### src/rtl/prt_dp_axil_lb_bridge_pkg.sv
// Shared DP library definitions for the AXI-Lite to local-bus bridge:
// FSM state encoding, AXI response codes and timeout counter width.
package prt_dp_axil_lb_bridge_pkg;

  typedef enum logic [2:0] {
    S_IDLE,
    S_WR,
    S_WR_RSP,
    S_RD,
    S_RD_WAIT,
    S_RD_RSP
  } state_t;

  localparam logic [1:0] RESP_OKAY   = 2'b00;
  localparam logic [1:0] RESP_SLVERR = 2'b10;

  localparam int TMO_W = 16;

endpackage

### src/rtl/prt_dp_axil_lb_bridge.sv
// AXI-Lite slave to single-strobe local bus; one LB transaction outstanding,
// AW/W/AR buffered one deep, read timeout returns SLVERR.
module prt_dp_axil_lb_bridge
  import prt_dp_axil_lb_bridge_pkg::*;
#(
  parameter int P_ADR_WIDTH = 32,
  parameter int P_TIMEOUT   = 255
) (
  input  logic                   CLK_IN,
  input  logic                   RST_N_IN,
  input  logic [P_ADR_WIDTH-1:0] AXIL_AWADR_IN,
  input  logic                   AXIL_AWVALID_IN,
  output logic                   AXIL_AWREADY_OUT,
  input  logic [31:0]            AXIL_WDATA_IN,
  input  logic                   AXIL_WVALID_IN,
  output logic                   AXIL_WREADY_OUT,
  output logic [1:0]             AXIL_BRESP_OUT,
  output logic                   AXIL_BVALID_OUT,
  input  logic                   AXIL_BREADY_IN,
  input  logic [P_ADR_WIDTH-1:0] AXIL_ARADR_IN,
  input  logic                   AXIL_ARVALID_IN,
  output logic                   AXIL_ARREADY_OUT,
  output logic [31:0]            AXIL_RDATA_OUT,
  output logic [1:0]             AXIL_RRESP_OUT,
  output logic                   AXIL_RVALID_OUT,
  input  logic                   AXIL_RREADY_IN,
  output logic [P_ADR_WIDTH-1:0] LB_ADR_OUT,
  output logic                   LB_WR_OUT,
  output logic                   LB_RD_OUT,
  output logic [31:0]            LB_DIN_OUT,
  input  logic [31:0]            LB_DOUT_IN,
  input  logic                   LB_VLD_IN
);

  localparam logic [TMO_W-1:0] TMO_LOAD = TMO_W'(P_TIMEOUT);

  state_t                   state_q, state_d;
  logic                     aw_full_q, aw_full_d, w_full_q, w_full_d, ar_full_q, ar_full_d;
  logic [P_ADR_WIDTH-1:0]   aw_adr_q, aw_adr_d, ar_adr_q, ar_adr_d;
  logic [31:0]              w_dat_q, w_dat_d;
  logic                     prefer_wr_q, prefer_wr_d;
  logic [TMO_W-1:0]         cnt_q, cnt_d;
  logic                     awready_q, awready_d, wready_q, wready_d, arready_q, arready_d;
  logic                     bvalid_q, bvalid_d, rvalid_q, rvalid_d;
  logic [31:0]              rdata_q, rdata_d;
  logic [1:0]               rresp_q, rresp_d;
  logic [P_ADR_WIDTH-1:0]   lb_adr_q, lb_adr_d;
  logic [31:0]              lb_din_q, lb_din_d;
  logic                     lb_wr_q, lb_wr_d, lb_rd_q, lb_rd_d;

  logic                     aw_hs, w_hs, ar_hs, wr_pend, rd_pend;

  always_comb begin
    aw_hs = AXIL_AWVALID_IN & awready_q;
    w_hs  = AXIL_WVALID_IN & wready_q;
    ar_hs = AXIL_ARVALID_IN & arready_q;

    // Holders see this cycle's handshake so IDLE can grant without an extra cycle.
    aw_full_d   = aw_full_q | aw_hs;
    aw_adr_d    = aw_hs ? AXIL_AWADR_IN : aw_adr_q;
    w_full_d    = w_full_q | w_hs;
    w_dat_d     = w_hs ? AXIL_WDATA_IN : w_dat_q;
    ar_full_d   = ar_full_q | ar_hs;
    ar_adr_d    = ar_hs ? AXIL_ARADR_IN : ar_adr_q;
    wr_pend     = aw_full_d & w_full_d;
    rd_pend     = ar_full_d;

    state_d     = state_q;
    prefer_wr_d = prefer_wr_q;
    cnt_d       = cnt_q;
    bvalid_d    = bvalid_q;
    rvalid_d    = rvalid_q;
    rdata_d     = rdata_q;
    rresp_d     = rresp_q;
    lb_adr_d    = lb_adr_q;
    lb_din_d    = lb_din_q;
    lb_wr_d     = 1'b0;
    lb_rd_d     = 1'b0;

    case (state_q)
      S_IDLE: begin
        // Fairness flag only moves when both types contend.
        if (wr_pend && (!rd_pend || prefer_wr_q)) begin
          state_d  = S_WR;
          lb_wr_d  = 1'b1;
          lb_adr_d = aw_adr_d;
          lb_din_d = w_dat_d;
          if (rd_pend) prefer_wr_d = 1'b0;
        end else if (rd_pend) begin
          state_d  = S_RD;
          lb_rd_d  = 1'b1;
          lb_adr_d = ar_adr_d;
          if (wr_pend) prefer_wr_d = 1'b1;
        end
      end
      S_WR: begin
        aw_full_d = 1'b0;
        w_full_d  = 1'b0;
        bvalid_d  = 1'b1;
        state_d   = S_WR_RSP;
      end
      S_WR_RSP: begin
        if (AXIL_BREADY_IN) begin
          bvalid_d = 1'b0;
          state_d  = S_IDLE;
        end
      end
      S_RD: begin
        ar_full_d = 1'b0;
        cnt_d     = TMO_LOAD;
        state_d   = S_RD_WAIT;
      end
      S_RD_WAIT: begin
        if (LB_VLD_IN) begin
          rdata_d  = LB_DOUT_IN;
          rresp_d  = RESP_OKAY;
          rvalid_d = 1'b1;
          state_d  = S_RD_RSP;
        end else begin
          cnt_d = cnt_q - 1'b1;
          if (cnt_q <= 16'd1) begin
            cnt_d    = '0;
            rdata_d  = 32'h0;
            rresp_d  = RESP_SLVERR;
            rvalid_d = 1'b1;
            state_d  = S_RD_RSP;
          end
        end
      end
      S_RD_RSP: begin
        if (AXIL_RREADY_IN) begin
          rvalid_d = 1'b0;
          state_d  = S_IDLE;
        end
      end
      default: state_d = S_IDLE;
    endcase

    awready_d = !aw_full_d && (state_d != S_WR) && (state_d != S_WR_RSP);
    wready_d  = !w_full_d && (state_d != S_WR) && (state_d != S_WR_RSP);
    arready_d = !ar_full_d;
  end

  always_ff @(posedge CLK_IN or negedge RST_N_IN) begin
    if (!RST_N_IN) begin
      state_q     <= S_IDLE;
      aw_full_q   <= 1'b0;
      aw_adr_q    <= '0;
      w_full_q    <= 1'b0;
      w_dat_q     <= '0;
      ar_full_q   <= 1'b0;
      ar_adr_q    <= '0;
      prefer_wr_q <= 1'b1;
      cnt_q       <= '0;
      awready_q   <= 1'b0;
      wready_q    <= 1'b0;
      arready_q   <= 1'b0;
      bvalid_q    <= 1'b0;
      rvalid_q    <= 1'b0;
      rdata_q     <= '0;
      rresp_q     <= RESP_OKAY;
      lb_adr_q    <= '0;
      lb_din_q    <= '0;
      lb_wr_q     <= 1'b0;
      lb_rd_q     <= 1'b0;
    end else begin
      state_q     <= state_d;
      aw_full_q   <= aw_full_d;
      aw_adr_q    <= aw_adr_d;
      w_full_q    <= w_full_d;
      w_dat_q     <= w_dat_d;
      ar_full_q   <= ar_full_d;
      ar_adr_q    <= ar_adr_d;
      prefer_wr_q <= prefer_wr_d;
      cnt_q       <= cnt_d;
      awready_q   <= awready_d;
      wready_q    <= wready_d;
      arready_q   <= arready_d;
      bvalid_q    <= bvalid_d;
      rvalid_q    <= rvalid_d;
      rdata_q     <= rdata_d;
      rresp_q     <= rresp_d;
      lb_adr_q    <= lb_adr_d;
      lb_din_q    <= lb_din_d;
      lb_wr_q     <= lb_wr_d;
      lb_rd_q     <= lb_rd_d;
    end
  end

  assign AXIL_AWREADY_OUT = awready_q;
  assign AXIL_WREADY_OUT  = wready_q;
  assign AXIL_ARREADY_OUT = arready_q;
  assign AXIL_BVALID_OUT  = bvalid_q;
  assign AXIL_BRESP_OUT   = RESP_OKAY;
  assign AXIL_RVALID_OUT  = rvalid_q;
  assign AXIL_RDATA_OUT   = rdata_q;
  assign AXIL_RRESP_OUT   = rresp_q;
  assign LB_ADR_OUT       = lb_adr_q;
  assign LB_DIN_OUT       = lb_din_q;
  assign LB_WR_OUT        = lb_wr_q;
  assign LB_RD_OUT        = lb_rd_q;

endmodule
### config.mk
export PLATFORM = sky130hd
export DESIGN_NAME = prt_dp_axil_lb_bridge
export DESIGN_NICKNAME = d
export VERILOG_FILES = /design/src/rtl/prt_dp_axil_lb_bridge_pkg.sv /design/src/rtl/prt_dp_axil_lb_bridge.sv
export SDC_FILE = /design/constraint.sdc
export NUM_CORES = 1
export LEC_CHECK = 0
export CAP_MARGIN = 30
export CORE_UTILIZATION = 33
export CTS_CLUSTER_DIAMETER = 50
export DETAILED_ROUTE_END_ITERATION = 10
export PLACE_DENSITY_LB_ADDON = 0.05
export SLEW_MARGIN = 10
export SYNTH_ARGS = -nofsm -noshare
export SYNTH_HDL_FRONTEND = slang
export SYNTH_SLANG_ARGS = --single-unit
### constraint.sdc
create_clock -name CLK_IN -period 3.4 [get_ports CLK_IN]
set_input_delay 0.51 -clock CLK_IN [delete_from_list [all_inputs] [get_ports CLK_IN]]
set_output_delay 0.51 -clock CLK_IN [all_outputs]
set_load 0.01 [all_outputs]
==> metrics.md, run 1 <==
| Metric | Value |
|---|---|
| Vias | 6106 |
| DP Cell Count | 1213 |
| Wirelength per Cell | 17.5 um |
| First-pass GRT wire length | 35900 um |
| ANT nets after route | 0 |
| Final GP Congestion | 0.746 |
| Clk root buf | clkbuf_16 |
| Pwr Density | 1000 nW/um^2 |
| Post-synth EDFFs | 0 |
| Unique masters post-synth | 50 |
| Post-Layout Cell Count | 1270 |
| Rows | 59 |
| Post-synth top flop | dfrtp_1 |
| Post-CTS Hold Buffers | 0 |
| Clock skew | 18.1 ps |
| Status | finished, violations left |
| Drt initial violations | 328 |
| CTS resizes | 0 |
| Layout cells sized above 1 | 0.193 |
| Ranking of synthesized cells by area | dfrtp_1 (62%), mux2_2 (12%), mux2i_1 (3.7%) |
| Unrepaired setup endpoints after global routing | false |
| Vias in the first global route | 6565 |
| CTS Buffer Depth | 3 |
| Worst Tran Pin Value | 883 ps |
| Total negative slack | 0 ps |
| Synth Warn # | 0 |
| Relative slew slack | 0.409 |
| Crit path kind | flip-flop to flip-flop |
| Total grt overflow | 0 |
| Final period utilization | 0.758 |
| CTS tree | yes |
| Core box area | 26400 um^2 |
| R2r setup slk | 820 ps |
| Fmax | 388 MHz |
| TritonCTS Buffers | 30 |
| Yosys top cell by area | dfrtp_1 |
| Worst path slowest cell | or3b_2 |
| Slowest Stage Delay on Critical Path | 490 ps |
| Sequential area share after synthesis | 0.623 |
| Max FO, Critical Path | 7 |
| H-tree levels | 1 |
| Worst hold slack | -10.2 ps |
| Max-Cap Viols | 0 |
| Lkg Pwr | 5.48 nW |
| Die area | 27800 um^2 |
| Die width | 167 um |
| Avg Cell Area, Syn | 13.5 um^2 |
| Worst Hold Class | primary input to asynchronous set/reset pin |
| Final Setup Violations | 0 |
| CTS sink cnt | 223 |
| Via density | 4.81 |
| Post-CTS Setup Bufs | 0 |
| Failing checks | hold timing |
| Layout area overhead | 44.0% |
| Worst Path Required | 3820 ps |
| Cell family with most CP delay | simple AND/OR/NAND/NOR gates |
| Worst-Skew Late Latency | 540 ps |
| Initial antenna violation count | 1 |
| Async SR Flop Fraction | 1.00 |
| Register bit count reported by yosys | 223 |
| Drt drc | 0 |
| CP startpoint kind | flip-flop |
| Worst vdd ir | 0.577 mV |
| Initial core utilization | 0.340 |
| PortBufs | 239 |
| Top cell type's share of synthesized area | 0.620 |
| Worst Path Buf+Inv | 1 |
| Final Hold Viols | 2 |
| Drt pass-1 iters | 4 |
| Routed WL | 22200 um |
| Post-synth top cells | dfrtp_1 (222), mux2_2 (99), nand2_1 (54) |
| Synth Instances | 662 |
| HPWL Detailed | 15100 um |
| CP arrival | 3000 ps |
| Min Tclk post-route | 2580 ps |
| Most frequent cell after synthesis | dfrtp_1 |
| Die height | 167 um |
| Mapped Area | 8950 um^2 |
| Largest net degree at the start of global routing | 96 |
| # IOs | 243 |
| GRT Total Usage | 0.161 |
| CTS clock-pin slew for the worst setup and hold paths | 60 ps |
| Final Slew Violations | 0 |
| CP endpoint kind | flip-flop |
| Worst-path cell chain | inv_1 -> ha_1 -> or3b_2 -> nor3_1 -> nand4_1 -> o32a_1 -> a22o_1 |
| Nets | 1048 |
-- path summary, 6_finish.rpt --
check                      cells after the start      startpoint             end
min in group CLK_IN                            2  LB_ADR_OUT[31]  LB_ADR_OUT[31]
max in group asynchronous                      2        RST_N_IN  LB_DIN_OUT[15]
min                                            1        RST_N_IN      w_dat_q[2]
max                                            7        cnt_q[0]       cnt_q[14]
min reg2reg                                    2  LB_ADR_OUT[31]  LB_ADR_OUT[31]
max reg2reg                                    7        cnt_q[0]       cnt_q[14]
-- kinds of logic (layout without fill, tap and decap cells) --
logic type      count (synthesis)  count (layout)  share of synthesized area
fa+ha+maj                       2               2                    0.00279
buf+inv                        46             316                     0.0246
other cells                     1               4                   0.000419
compound gates                114             114                     0.0879
simple gates                  114             114                     0.0620
xor+xnor                        1               1                   0.000978
mux                           161             161                      0.198
flops                         223             223                      0.623
-- layer usage --
| layer | part of all wire | GRT usage | vias up |
|---|---|---|---|
| li1 | - | - | 2850 |
| met1 | 0.44 | 0.205 | 3010 |
| met2 | 0.46 | 0.258 | 206 |
| met3 | 0.071 | 0.0478 | 40 |
| met4 | 0.032 | 0.0620 | 0 |
| met5 | 0 | 0 | - |
-- flip-flops by register name, summed over array words and instances (netlist names) --
name              flops
AXIL_AWREADY_OUT      1
AXIL_RVALID_OUT       1
AXIL_RDATA_OUT       32
state_q               3
AXIL_ARREADY_OUT      1
aw_full_q             1
w_dat_q              32
prefer_wr_q           1
AXIL_RRESP_OUT        1
ar_adr_q             32
LB_DIN_OUT           32
AXIL_WREADY_OUT       1
aw_adr_q             32
AXIL_BVALID_OUT       1
ar_full_q             1
LB_ADR_OUT           32
w_full_q              1
LB_RD_OUT             1
cnt_q                16
LB_WR_OUT             1
-- placed cells by master (no fill, tap or decap), drive strengths merged, types with 2 or more instances in the layout --
master / synthesis / final
nand2b: 3 / 3
dfrtp: 222 / 222
ha: 2 / 2
or2: 3 / 3
a22o: 33 / 33
buf: 22 / 16
o21ai: 41 / 41
clkinvlp: 0 / 2
nor3: 10 / 10
nor2: 19 / 19
nor3b: 3 / 3
mux2i: 33 / 33
conb: 1 / 3
o221ai: 2 / 2
a21o: 2 / 2
bufinv: 0 / 8
a211oi: 2 / 2
inv: 6 / 9
nand3b: 3 / 3
nand3: 5 / 5
clkdlybuf4s50: 0 / 238
or3: 3 / 3
clkinv: 0 / 3
clkbuf: 18 / 40
and2: 3 / 3
o31ai: 2 / 2
o211ai: 4 / 4
nand4: 3 / 3
nand2: 54 / 54
nor4b: 2 / 2
a21oi: 18 / 18
mux2: 128 / 128
o21a: 2 / 2
-- stage by stage --
stage	setup slack (ps)	utilization	area (um^2)	total power, mW
floorplan	1140	-	8960	7.29
global placement	726	0.446	11700	9.33
detailed placement	683	0.446	11700	9.50
CTS	840	0.489	12900	13.2
global route	649	0.489	12900	13.8
finish	822	0.489	12900	12.9
-- power by group --
part	internal [mW]	switching (mW)	leakage, nW	total (mW)
Clock	2.37	1.20	0.557	3.57
Sequential	3.94	0.539	2.68	4.48
Combinational	2.68	2.21	2.25	4.88
-- cell type report --
| class | instances | area, um^2 |
|---|---|---|
| antenna | 1 | 2.50 |
| fill | 2330 | 13500 |
| clock buffer | 40 | 850 |
| inverter | 6 | 22.5 |
| clock inverter | 16 | 303 |
| tap | 335 | 419 |
| sequential | 223 | 5580 |
| timing repair buffer | 254 | 2550 |
| multi-input combinational | 395 | 3170 |
No activity file was read; power rests on OpenSTA's default activity.
==> run 2: changes to the inputs <==
- clock period: 3.4 -> 2.14 ns (I/O delays scaled with it)
==> run 2 against run 1 <==
Effect of this change: maximum frequency grew 23%; sequential share of layout area shrank 1.3 points; the flow now finishes without violations; non-clock buffer count grew 43; critical path type unchanged; clock skew shrank 1.4 ps; critical path depth grew 1; final cell count grew 3.1%.
==> metrics.md, run 2 (synthesized netlist as in run 1, its figures left out) <==
| Metric | Value |
|---|---|
| PortBufs | 239 (unchanged) |
| Final core occ | 0.504 (+0.0150) |
| Pwr Density | 1580 nW/um^2 (+58%) |
| Relative slew slack | 0.552 (+0.143) |
| Drt initial violations | 267 (-19%) |
| Commonest non-fill, non-tap cell in the layout | clkdlybuf4s50_1 |
| Clock Power Share | 0.232 (-0.044) |
| Worst-Skew Late Latency | 540 ps (about the same) |
| Nets | 1090 (+4.0%) |
| Routed WL | 23600 um (+5.9%) |
| Largest net degree at the start of global routing | 78 (-19%) |
| Worst hold slack | 269 ps (+279 ps) |
| Vias in the first global route | 7026 (+7.0%) |
| CP endpoint kind | flip-flop |
| Clock skew | 16.7 ps (-1.37 ps) |
| CTS clock-pin slew for the worst setup and hold paths | 60 ps (about the same) |
| GRT Total Usage | 0.168 (+0.00637) |
| Vias | 6370 (+4.3%) |
| First-pass GRT wire length | 37100 um (+3.6%) |
| Final Hold Viols | 0 (-2) |
| Rows | 59 (unchanged) |
| CTS tree | yes |
| Final Setup Violations | 0 (unchanged) |
| TritonCTS Buffers | 29 (-3.3%) |
| H-tree levels | 1 (unchanged) |
| Finished Cell Area | 13300 um^2 (+3.1%) |
| Clk root buf | clkbuf_16 |
| Layout area overhead | 48.5% |
| CTS Buffer Depth | 3 (unchanged) |
| Die width | 167 um (unchanged) |
| CP arrival | 2520 ps (-480 ps) |
| Final GP Congestion | 0.747 (+0.17%) |
| Worst Hold Class | primary input to asynchronous set/reset pin |
| Drt drc | 0 (unchanged) |
| N_diodes | 0 (-1) |
| Placed inst area | 12100 um^2 (+2.9%) |
| Fmax | 477 MHz (+23%) |
| # IOs | 243 (unchanged) |
| Die height | 167 um (unchanged) |
| Sw frac | 0.315 (+0.00954) |
| Most frequent cells in the layout | clkdlybuf4s50_1 (238), dfrtp_1 (222), mux2_2 (98), nand2_1 (53), buf_4 (47) |
| Reg power frac | 0.338 (-0.008) |
| Initial core utilization | 0.340 (unchanged) |
| Core box area | 26400 um^2 (unchanged) |
| HPWL Detailed | 15700 um (+4.0%) |
| Drt pass-1 iters | 4 (unchanged) |
| ANT nets after route | 0 (unchanged) |
| Initial antenna violation count | 0 (-1) |
| Lkg Pwr | 5.73 nW (+4.5%) |
| Worst Tran Pin Value | 672 ps (-211 ps) |
| Combinational power share | 0.430 (+0.052) |
| Unrepaired setup endpoints after global routing | true |
| Layout cells sized above 1 | 0.259 (+0.0668) |
| Max FO, Critical Path | 9 (+2) |
| CP startpoint kind | flip-flop |
| Wirelength per Cell | 18.0 um (+2.7%) |
| CTS sink cnt | 223 (unchanged) |
| Status | finished, final reports clean |
| Crit path kind | flip-flop to flip-flop |
| Final Slew Violations | 0 (unchanged) |
| Internal power | 14.4 mW (+61%) |
| Worst Path Required | 2560 ps (-1260 ps) |
| Die area | 27800 um^2 (unchanged) |
| Sw power | 6.62 mW (+68%) |
| Max-Cap Viols | 0 (unchanged) |
| Final period utilization | 0.979 (+0.221) |
| Total grt overflow | 0 (unchanged) |
| Via density | 4.86 (+1.1%) |
| Min Tclk post-route | 2100 ps (-482 ps) |
| Worst vdd ir | 0.759 mV (+32%) |
[run 2: final cells by class]
type	count	area, um^2
fillers	2276	13100
flip-flops and latches	223	5580
multi-input cells	395	3320
repair buffers	297	2970
clock buffers	37	786
well taps	335	419
clock inverters	17	195
inverters	6	22.5
[run 2: metal layers]
metal  up-vias  track usage  routed length (um)
li1       2934            -                   -
met1      3176        0.205                9800
met2       233        0.279               11100
met3        27       0.0594                2220
met4         0       0.0459                 384
met5         -            0                   0
[run 2: stage by stage]
step	setup WS (ps)	cells	TNS [ps]	power [mW]
after floorplan	-111	664	-3120	11.6
after global placement	-231	1249	-12040	15.2
after detailed placement	-247	1249	-13710	15.6
after CTS	-18.3	1308	-155	20.7
after global routing	-49.0	1310	-587	22.4
final	44.6	1310	0	21.0
[run 2: power groups by stage]
stage	clock [mW]	sequential [mW]	combinational, mW
finish	4.88	7.11	9.05
floorplan	0	7.42	4.22
CTS	5.02	7.12	8.59
detailed placement	0	7.14	8.41
global placement	0	7.06	8.15
global route	5.23	7.34	9.81
[run 2: critical path, stage by stage, from the launching register on]
cell,delay [ps]
dfrtp_1,410
buf_4,190
nor3b_1,150
a21oi_1,190
o22ai_1,180
a211oi_4,190
buf_6,180
clkbuf_16,180
mux2_2,330
[run 2: worst paths after layout]
| path | startpoint | end | slack, ps | cells past startpoint |
|---|---|---|---|---|
| min in group CLK_IN | LB_DOUT_IN[30] | AXIL_RDATA_OUT[30] | 390 | 2 |
| worst max-delay path | state_q[1] | LB_DIN_OUT[1] | 40 | 8 |
| max in group asynchronous | RST_N_IN | LB_ADR_OUT[10] | 1060 | 3 |
| worst max register to register | state_q[1] | LB_DIN_OUT[1] | 40 | 8 |
| worst min register to register | LB_ADR_OUT[28] | LB_ADR_OUT[28] | 470 | 2 |
| worst min-delay path | RST_N_IN | LB_DIN_OUT[26] | 270 | 2 |
[run 2: timing repair]
action / in CTS / in global routing
setup buffers: 3 / 0
pin swaps: 1 / 6
hold buffers: 1 / 0
endpoints found under the setup margin: 33 / 36
gates cloned: 1 / 2
endpoints found under the hold margin: 39 / 0
gates resized for setup: 6 / 27
==> run 3: changes to the inputs <==
- CELL_PAD_IN_SITES_DETAIL_PLACEMENT: unset -> 0
- CELL_PAD_IN_SITES_GLOBAL_PLACEMENT: unset -> 1
==> run 3 against run 2 <==
Effect of this change: combinational power decreased by 0.9%; sequential cell count unchanged; maximum frequency decreased by 2.1%; critical path type unchanged; highest routed layer is now met5.
==> metrics.md, run 3 (synthesized netlist as in run 1, its figures left out) <==
| Metric | Value |
|---|---|
| Worst Path Buf+Inv | 3 (unchanged) |
| ANT nets after route | 0 (unchanged) |
| Final Hold Viols | 0 (unchanged) |
| Commonest non-fill, non-tap cell in the layout | clkdlybuf4s50_1 |
| CP arrival | 2550 ps (+30 ps) |
| Sw frac | 0.312 (-0.00298) |
| Lkg Pwr | 5.80 nW (+1.2%) |
| Core box area | 26400 um^2 (unchanged) |
| Finished Cell Area | 13400 um^2 (+0.91%) |
| Min Tclk post-route | 2140 ps (+44.3 ps) |
| Clock skew | 14.1 ps (-2.58 ps) |
| Worst Hold Class | primary input to asynchronous set/reset pin |
| Rows | 59 (unchanged) |
| Slowest Stage Delay on Critical Path | 380 ps (-30 ps) |
| CP endpoint kind | flip-flop |
| H-tree levels | 1 (unchanged) |
| Largest net degree at the start of global routing | 62 (-21%) |
| Placed inst area | 12100 um^2 (+0.35%) |
| Final period utilization | 1.00 (+0.0207) |
| Cell family with most CP delay | compound AO/OA/AOI/OAI gates |
| CP startpoint kind | flip-flop |
| Post-Layout Cell Count | 1316 (+0.46%) |
| Routed WL | 23200 um (-1.4%) |
| Final Setup Violations | 0 (unchanged) |
| Fmax | 467 MHz (-2.1%) |
| PortBufs | 239 (unchanged) |
| Crit path kind | flip-flop to flip-flop |
| Layout area overhead | 49.8% |
| Combinational power share | 0.422 (-0.008) |
| Worst Path Required | 2550 ps (about the same) |
| Pwr Density | 1590 nW/um^2 (+0.21%) |
| Layout cells sized above 1 | 0.263 (+0.00351) |
| Worst vdd ir | 0.672 mV (-12%) |
| Reg power frac | 0.333 (-0.005) |
| DP Cell Count | 1250 (+0.080%) |
| First-pass GRT wire length | 37400 um (+0.82%) |
| HPWL Detailed | 15900 um (+1.6%) |
| Relative slew slack | 0.557 (+0.00500) |
| Vias | 6310 (-0.94%) |
| # IOs | 243 (unchanged) |
| Worst-path cell chain | nor3_2 -> buf_4 -> nand4_1 -> o21ba_4 -> a211oi_4 -> buf_6 -> buf_12 -> mux2_1 |
| Drt initial violations | 236 (-12%) |
| Most frequent cells in the layout | clkdlybuf4s50_1 (238), dfrtp_1 (222), mux2_2 (97), nand2_1 (54), buf_4 (46) |
| Total grt overflow | 0 (unchanged) |
| Sw power | 6.64 mW (+0.17%) |
| Via density | 4.79 (-1.4%) |
| Clk root buf | clkbuf_16 |
| N_diodes | 0 (unchanged) |
| Die height | 167 um (unchanged) |
| Drt pass-1 iters | 6 (+2) |
| Worst-Skew Late Latency | 550 ps (about the same) |
| Drt drc | 0 (unchanged) |
| Initial antenna violation count | 1 (+1) |
| CTS Buffer Depth | 3 (unchanged) |
| Vias in the first global route | 6855 (-2.4%) |
| Max FO, Critical Path | 9 (unchanged) |
| CTS clock-pin slew for the worst setup and hold paths | 50 ps (about the same) |
| Clock Power Share | 0.245 (+0.013) |
| Worst Tran Pin Value | 665 ps (-7.50 ps) |
| Worst path slowest cell | dfrtp_1 |
| Final GP Congestion | 0.788 (+5.4%) |
| TritonCTS Buffers | 31 (+6.9%) |
| Die area | 27800 um^2 (unchanged) |
| CTS sink cnt | 223 (unchanged) |
| Max-Cap Viols | 0 (unchanged) |
| Unrepaired setup endpoints after global routing | true |
| Wirelength per Cell | 17.6 um (-1.9%) |
| GRT Total Usage | 0.167 (-0.000772) |
| Status | finished, final reports clean |
| Die width | 167 um (unchanged) |
| Initial core utilization | 0.340 (unchanged) |
| CTS tree | yes |
| Final Slew Violations | 0 (unchanged) |
| Nets | 1094 (+0.37%) |
| Internal power | 14.6 mW (+1.6%) |
==> run 3: timing repair <==
item	in CTS	in global routing
gates cloned	0	3
gates resized for setup	2	28
setup buffers	0	4
setup endpoints to repair	29	36
hold buffers	1	0
hold endpoints to repair	54	0
pin swaps	0	2
==> run 3: final timing paths <==
kind / start / endpoint / slack (ps) / cells after the start
worst min register to register: LB_ADR_OUT[22] / LB_ADR_OUT[22] / 480 / 2
min in group CLK_IN: LB_DOUT_IN[23] / AXIL_RDATA_OUT[23] / 390 / 2
worst max register to register: cnt_q[10] / LB_DIN_OUT[5] / 0.4 / 8
worst max-delay path: cnt_q[10] / LB_DIN_OUT[5] / 0.4 / 8
worst min-delay path: RST_N_IN / cnt_q[11] / 320 / 2
max in group asynchronous: RST_N_IN / prefer_wr_q / 1140 / 3
==> run 3: per-layer routing <==
layer / vias up / share of wire / GRT usage
met4: 2 / 0.019 / 0.0443
met2: 170 / 0.48 / 0.280
li1: 2952 / - / -
met3: 39 / 0.071 / 0.0525
met1: 3147 / 0.43 / 0.207
met5: - / 0.00056 / 0
==> run 3: power groups by stage <==
stage	combinational (mW)	sequential [mW]	clock (mW)
finish	8.97	7.09	5.22
global route	9.73	7.34	5.58
CTS	8.45	7.10	5.38
detailed placement	8.41	7.15	0
global placement	8.18	7.03	0
floorplan	4.22	7.42	0
==> run 3: cell type report <==
cell class | count | area, um^2
fillers | 2305 | 12900
multi-input cells | 395 | 3310
repair buffers | 299 | 3010
flip-flops and latches | 223 | 5580
well taps | 335 | 419
clock inverters | 22 | 253
clock buffers | 36 | 825
inverters | 6 | 22.5
==> run 3: through the flow <==
step	setup TNS [ps]	hold WS, ps	worst slack (ps)	util	power, mW
2_1_floorplan	-3120	25.4	-111	-	11.6
3_3_place_gp	-16180	298	-301	0.460	15.2
3_5_place_dp	-18300	307	-331	0.460	15.6
4_1_cts	-381	325	-31.1	0.502	20.9
5_1_grt	-999	356	-51.6	0.509	22.6
6_report	0	318	0.362	0.509	21.3
